--- src/rtl/sum_batch_accumulator.sv ---
// Sums BATCH consecutive 4-bit samples into an 8-bit total and holds the
// result on a valid/ready output until the downstream consumer takes it.
`timescale 1ns/1ps

module sum_batch_accumulator #(
  parameter int unsigned BATCH = 4
) (
  input  logic       clk,
  input  logic       reset,
  input  logic [3:0] sum_in,
  input  logic       sum_valid,
  output logic       sum_ready,
  input  logic       clear,
  output logic [7:0] out_data,
  output logic       out_valid,
  input  logic       out_ready,
  output logic       busy,
  output logic [7:0] batch_count
);

  localparam int unsigned DATA_W = 8;
  localparam int unsigned CNT_W  = 4;
  localparam logic [CNT_W-1:0] LAST_CNT = CNT_W'(BATCH - 1);

  typedef enum logic [1:0] {
    IDLE  = 2'd0,
    ACCUM = 2'd1,
    HOLD  = 2'd2
  } state_t;

  state_t              state, state_nxt;
  logic [DATA_W-1:0]   acc, acc_nxt;
  logic [CNT_W-1:0]    cnt, cnt_nxt;
  logic [DATA_W-1:0]   out_data_nxt;
  logic                out_valid_nxt;
  logic [DATA_W-1:0]   batch_count_nxt;

  // Handshake flags depend on state only, so they are valid during reset too.
  assign sum_ready = (state != HOLD);
  assign busy      = (state != IDLE);

  // Next-state and datapath updates; clear overrides every other event.
  always_comb begin
    state_nxt       = state;
    acc_nxt         = acc;
    cnt_nxt         = cnt;
    out_data_nxt    = out_data;
    out_valid_nxt   = out_valid;
    batch_count_nxt = batch_count;

    if (clear) begin
      state_nxt     = IDLE;
      acc_nxt       = '0;
      cnt_nxt       = '0;
      out_valid_nxt = 1'b0;
    end else if (state == HOLD) begin
      if (out_valid && out_ready) begin
        out_valid_nxt   = 1'b0;
        batch_count_nxt = batch_count + DATA_W'(1);
        state_nxt       = IDLE;
      end
    end else if (sum_valid && sum_ready) begin
      if (cnt == LAST_CNT) begin
        out_data_nxt  = acc + DATA_W'(sum_in);
        out_valid_nxt = 1'b1;
        acc_nxt       = '0;
        cnt_nxt       = '0;
        state_nxt     = HOLD;
      end else begin
        acc_nxt   = acc + DATA_W'(sum_in);
        cnt_nxt   = cnt + CNT_W'(1);
        state_nxt = ACCUM;
      end
    end
  end

  // State and datapath registers with asynchronous reset.
  always_ff @(posedge clk or posedge reset) begin
    if (reset) begin
      state       <= IDLE;
      acc         <= '0;
      cnt         <= '0;
      out_data    <= '0;
      out_valid   <= 1'b0;
      batch_count <= '0;
    end else begin
      state       <= state_nxt;
      acc         <= acc_nxt;
      cnt         <= cnt_nxt;
      out_data    <= out_data_nxt;
      out_valid   <= out_valid_nxt;
      batch_count <= batch_count_nxt;
    end
  end

endmodule

--- config.mk ---
export PLATFORM = sky130hd
export DESIGN_NAME = sum_batch_accumulator
export DESIGN_NICKNAME = d
export VERILOG_FILES = /design/src/rtl/sum_batch_accumulator.sv
export SDC_FILE = /design/constraint.sdc
export NUM_CORES = 1
export LEC_CHECK = 0
export CAP_MARGIN = 20
export CORE_AREA = 2 2 62 64
export DETAILED_ROUTE_END_ITERATION = 12
export DIE_AREA = 0 0 64 66
export PLACE_DENSITY = 0.74
export SETUP_SLACK_MARGIN = 0.3
export SLEW_MARGIN = 10
export SYNTH_ARGS = -nofsm -noshare
export SYNTH_HDL_FRONTEND = slang
export SYNTH_SLANG_ARGS = --single-unit
--- constraint.sdc ---
create_clock -name clk -period 2.05 [get_ports clk]
set_clock_uncertainty 0.2 [all_clocks]
set_input_delay 0.41 -clock clk [delete_from_list [all_inputs] [get_ports clk]]
set_output_delay 0.41 -clock clk [all_outputs]
set_load 0.01 [all_outputs]
### Yosys cells after proc, flatten, opt, wreduce, memory -nomap -nowiden

Cells that the tools add are included.

* flip-flop bits (word level): 31
* word-level logic and storage cells: 45

* add/subtract/negate cells: 3
* eq/ne operators: 5
* mux-type cells: 18
* bitwise logic cells: 2
* reduce and logical (&&, ||, !) cells: 11

Operator list (number)
* 8-bit 2-to-1 mux: 4
* 4-bit 2-to-1 mux: 4
* 2-bit 2-to-1 mux: 5
* 8-bit by 1-bit adder with 8-bit output, second input constant: 1
* 8-bit by 4-bit adder with 8-bit output: 1
* 3-bit AND reduction: 2
* 3-bit nonzero test: 2
* 1-bit 2-to-1 mux: 5
* 4-bit by 1-bit adder with 4-bit output, second input constant: 1
* 4-bit by 2-bit equality test with 1-bit output, second input constant: 1
* 2-bit != test, second input constant: 2
* 2-bit AND reduction: 2
* 4-bit AND reduction: 1
* 2-bit nonzero test: 2
* 3-bit by 2-bit != test with 1-bit output, second input constant: 1
* 2-bit equality test, second input constant: 1
* 1-bit logical AND: 2
* 1-bit NOT: 2

### Logic depth before layout (Yosys ltp)

* word-level depth: 5
* gate-level depth with buffers: 6
* gate-level depth less buffers: 6

### Worst setup path after synthesis

OpenSTA, ideal clock, no wires.

* path kind: in2reg
* from: in sum_in[0]
* to: reg out_data[6]
* arrival: 1.798 ns
* required time: 1.725 ns
* path slack: -0.073 ns
* stages: 6
* buffers on the path: 0
* cell sequence: ha_1 -> fa_1 -> a211o_1 -> o2111ai_1 -> xnor2_1 -> mux2_4

* cells in the longest elaborated chain, start to end: 1

RTL lines
* start: declaration: RTL line 10 `input logic [3:0] sum_in,`
* 8-bit by 4-bit adder with 8-bit output: RTL line 64 `out_data_nxt = acc + DATA_W'(sum_in);`
* end signal: assignment: RTL line 90 `out_data <= out_data_nxt;`
* end: declaration: RTL line 14 `output logic [7:0] out_data,`

No other way between the ends.
A chain may end at the register's enable or synchronous reset.

### Final worst setup path

* from: reg cnt[1]
* to: reg out_data[0]

* cells in the longest elaborated chain, start to end: 2

RTL lines
* start: declaration: RTL line 33 `logic [CNT_W-1:0] cnt, cnt_nxt;`
* start signal: assignment: RTL line 89 `cnt <= cnt_nxt;`
* 4-bit by 2-bit equality test with 1-bit output: RTL line 63 `if (cnt == LAST_CNT) begin`
* 4-bit AND reduction (no source line)

No other way between the ends.

==> results.sh <==
export IMPL_outcome="finished clean"
export IMPL_worstHoldPathType="input pin to register"
export IMPL_num_rows=22
export IMPL_antenna_found_initial=0
export IMPL_cts_buffers=5
export IMPL_grt_usage_pct=18.2
export IMPL_syn_inst=141
export IMPL_cp_max_fo=5
export IMPL_htree_levels=2
export IMPL_vias=1368
export IMPL_relSlewSlack_pct=72.5
export IMPL_synth_top_area_share_pct=48.4
export IMPL_critical_path_class="register to register"
export IMPL_layout_drive_gt1_share_pct=35.9
export IMPL_pre_cts_slack_ps=-498
export IMPL_antenna_cells=0
export IMPL_rsz0062_at_grt="yes"
export IMPL_clk_insertion_delay_late_ps=330
export IMPL_fp_dieH_um=66
export IMPL_p_per_area_nw_per_um2=570
export IMPL_place_detailed_hpwl_um=2420
export IMPL_drv_slew=0
export IMPL_max_cap_violations=0
export IMPL_routed_wl_um=4030
export IMPL_viasPerCell=5.39
export IMPL_synth_area_um2=1600
export IMPL_grt_max_degree=32
export IMPL_ys_flop_type="dfrtp_1"
export IMPL_power_leakage_nw=1.22
export IMPL_grt_overflow_total=0
export IMPL_synth_area_leaders="dfrtp_1 (48%), ha_1 (4.7%), xnor2_1 (3.8%)"
export IMPL_finalCritPeriodShare_pct=97.9
export IMPL_place_congestion=0.836
export IMPL_core_area_um2=3550
export IMPL_multi_input_area_um2=955
export IMPL_setup_viol=0
export IMPL_ys_ff_latch=31
export IMPL_start_util_pct=45.1
export IMPL_fin_nets=223
export IMPL_end_kind="register"
export IMPL_drt_initial_drc_count=44
export IMPL_postSynthAreaPerCell_um2=11.4
export IMPL_first_global_vias=1343
export IMPL_synth_edf_count=0
export IMPL_die_width_um=64
export IMPL_fmax_ghz=0.498
export IMPL_area_delta_synth_final_pct=48.0
export IMPL_cp_required_ps=2070
export IMPL_cts_root_buf="clkbuf_4"
export IMPL_regArea_um2=776
export IMPL_firstDrtPassIters=4
export IMPL_routedWlPerCell_um=15.9
export IMPL_dieArea_um2=4220
export IMPL_cts_buffer_depth=2
export IMPL_crit_arrival_ps=2020
export IMPL_synthArstFlopShare_pct=100
export IMPL_cts_sinks=31
export IMPL_fillers=276
export IMPL_yosys_area_top_type="dfrtp_1"
export IMPL_worst_hold_slack_ps=175
export IMPL_worst_pin_slew_ps=413
export IMPL_ys_seq_area_share_pct=48.4
export IMPL_setup_ws_ps=43.8
export IMPL_finalHoldViolCount=0
export IMPL_ys_warnings_count=0
export IMPL_cts_tree="yes"
export IMPL_cts_clk_slew_worst_paths_ps=90
export IMPL_synth_cell_type_count=40
export IMPL_final_util_pct=66.7
export IMPL_io_buffers=27
export IMPL_grt_pass1_wl_um=5880
export IMPL_syn_nets=157
export IMPL_rr_worst_depth=4
export IMPL_startpoint_type="register"
export IMPL_hold_depth=2
export IMPL_place_inst=231
export IMPL_ios=28
export IMPL_ant_nets=0
export IMPL_postCtsHoldBufs=0
export IMPL_peakVddDrop_mv=0.395
export IMPL_fin_crit_ps=2010
export IMPL_stdcell_count=254
export IMPL_drc=0
==> routing by layer <==
metal	global-route usage, %	part of all wire (%)
met5	0	0
met4	7.61	2.0
met3	4.77	3.9
met2	30.9	52
met1	21.8	42
==> synth_stat cells (4+ instances only) <==
cell type   n
mux2_4      4
nand3_1     7
xnor2_1     7
nand2_1    11
a22o_1      6
nor4_1      4
nand2b_1    5
mux2i_1     4
xor2_1      6
o21ai_0     6
dfrtp_1    31
a21oi_1     5
ha_1        6
==> layout make-up <==
type,count,area share [%]
clock buffer,6,1.74
inverter,3,0.475
multi-input combinational,105,40.3
sequential,31,32.7
tap,48,2.53
timing repair buffer,61,22.2
==> timing repair <==
item,4_1_cts,5_1_grt
buffers inserted,12,3
setup endpoints to repair,41,27
pin swaps,4,9
hold endpoints to repair,0,0
gates resized for setup,33,30
cloned,1,1
==> kinds of logic (layout without fill, tap and decap cells) <==
| logic type | count (synthesis) | after routing | share of synthesized area (%) |
|---|---|---|---|
| xor gates and xnor gates | 13 | 13 | 7.11 |
| adders and majority gates | 7 | 7 | 5.94 |
| muxes | 11 | 11 | 8.36 |
| AOI/OAI and AO/OA | 29 | 29 | 12.8 |
| buffers and inverters | 6 | 70 | 1.95 |
| and+or+nand+nor | 44 | 45 | 15.4 |
| DFF | 31 | 31 | 48.4 |
==> critical path: stages, from the launching register on <==
cell and delay [ps]:
dfrtp_1 370, ha_2 180, or3b_4 400, or3_4 420, mux2_4 320
==> cell usage in the layout, fill, tap and decap left out, types with 4 or more instances in the layout <==
master | synthesis | layout
dfrtp_1 | 31 | 31
buf_4 | 0 | 28
dlygate4sd2_1 | 0 | 21
nand2_1 | 11 | 10
buf_6 | 1 | 8
nand3_1 | 7 | 7
xor2_1 | 6 | 6
xnor2_1 | 7 | 6
a22o_1 | 6 | 6
mux2_4 | 4 | 5
clkbuf_4 | 0 | 5
mux2i_1 | 4 | 4
ha_4 | 0 | 4
==> per-stage QoR <==
stage | cell area [um^2] | TNS (ps) | total power [mW]
4_1_cts | 2230 | 0 | 1.32
5_1_grt | 2370 | -28.0 | 1.41
2_1_floorplan | 1660 | 0 | 0.876
6_report | 2370 | 0 | 1.35
3_3_place_gp | 2100 | -3200 | 1.01
3_5_place_dp | 2100 | -3550 | 1.02
==> sequential cells by signal, summed over array words and instances, names as in the netlist <==
signal	count
out_valid	1
acc	8
batch_count	8
cnt	4
state	2
out_data	8
==> power breakdown <==
part           internal [mW]  switching (mW)  leakage, nW  total [mW]
registers              0.655          0.0418        0.423       0.697
logic                  0.186           0.149        0.769       0.336
clock network          0.122           0.196       0.0242       0.318
==> final timing paths <==
kind / start / end / slack, ps
max: cnt[1] / out_data[0] / 40
min: clear / out_valid / 170
max reg2reg: cnt[1] / out_data[0] / 40
min reg2reg: batch_count[7] / batch_count[7] / 270
max in group asynchronous: reset / cnt[3] / 1080
min in group asynchronous: reset / out_data[4] / 270
(Power assumes the default switching activity.)
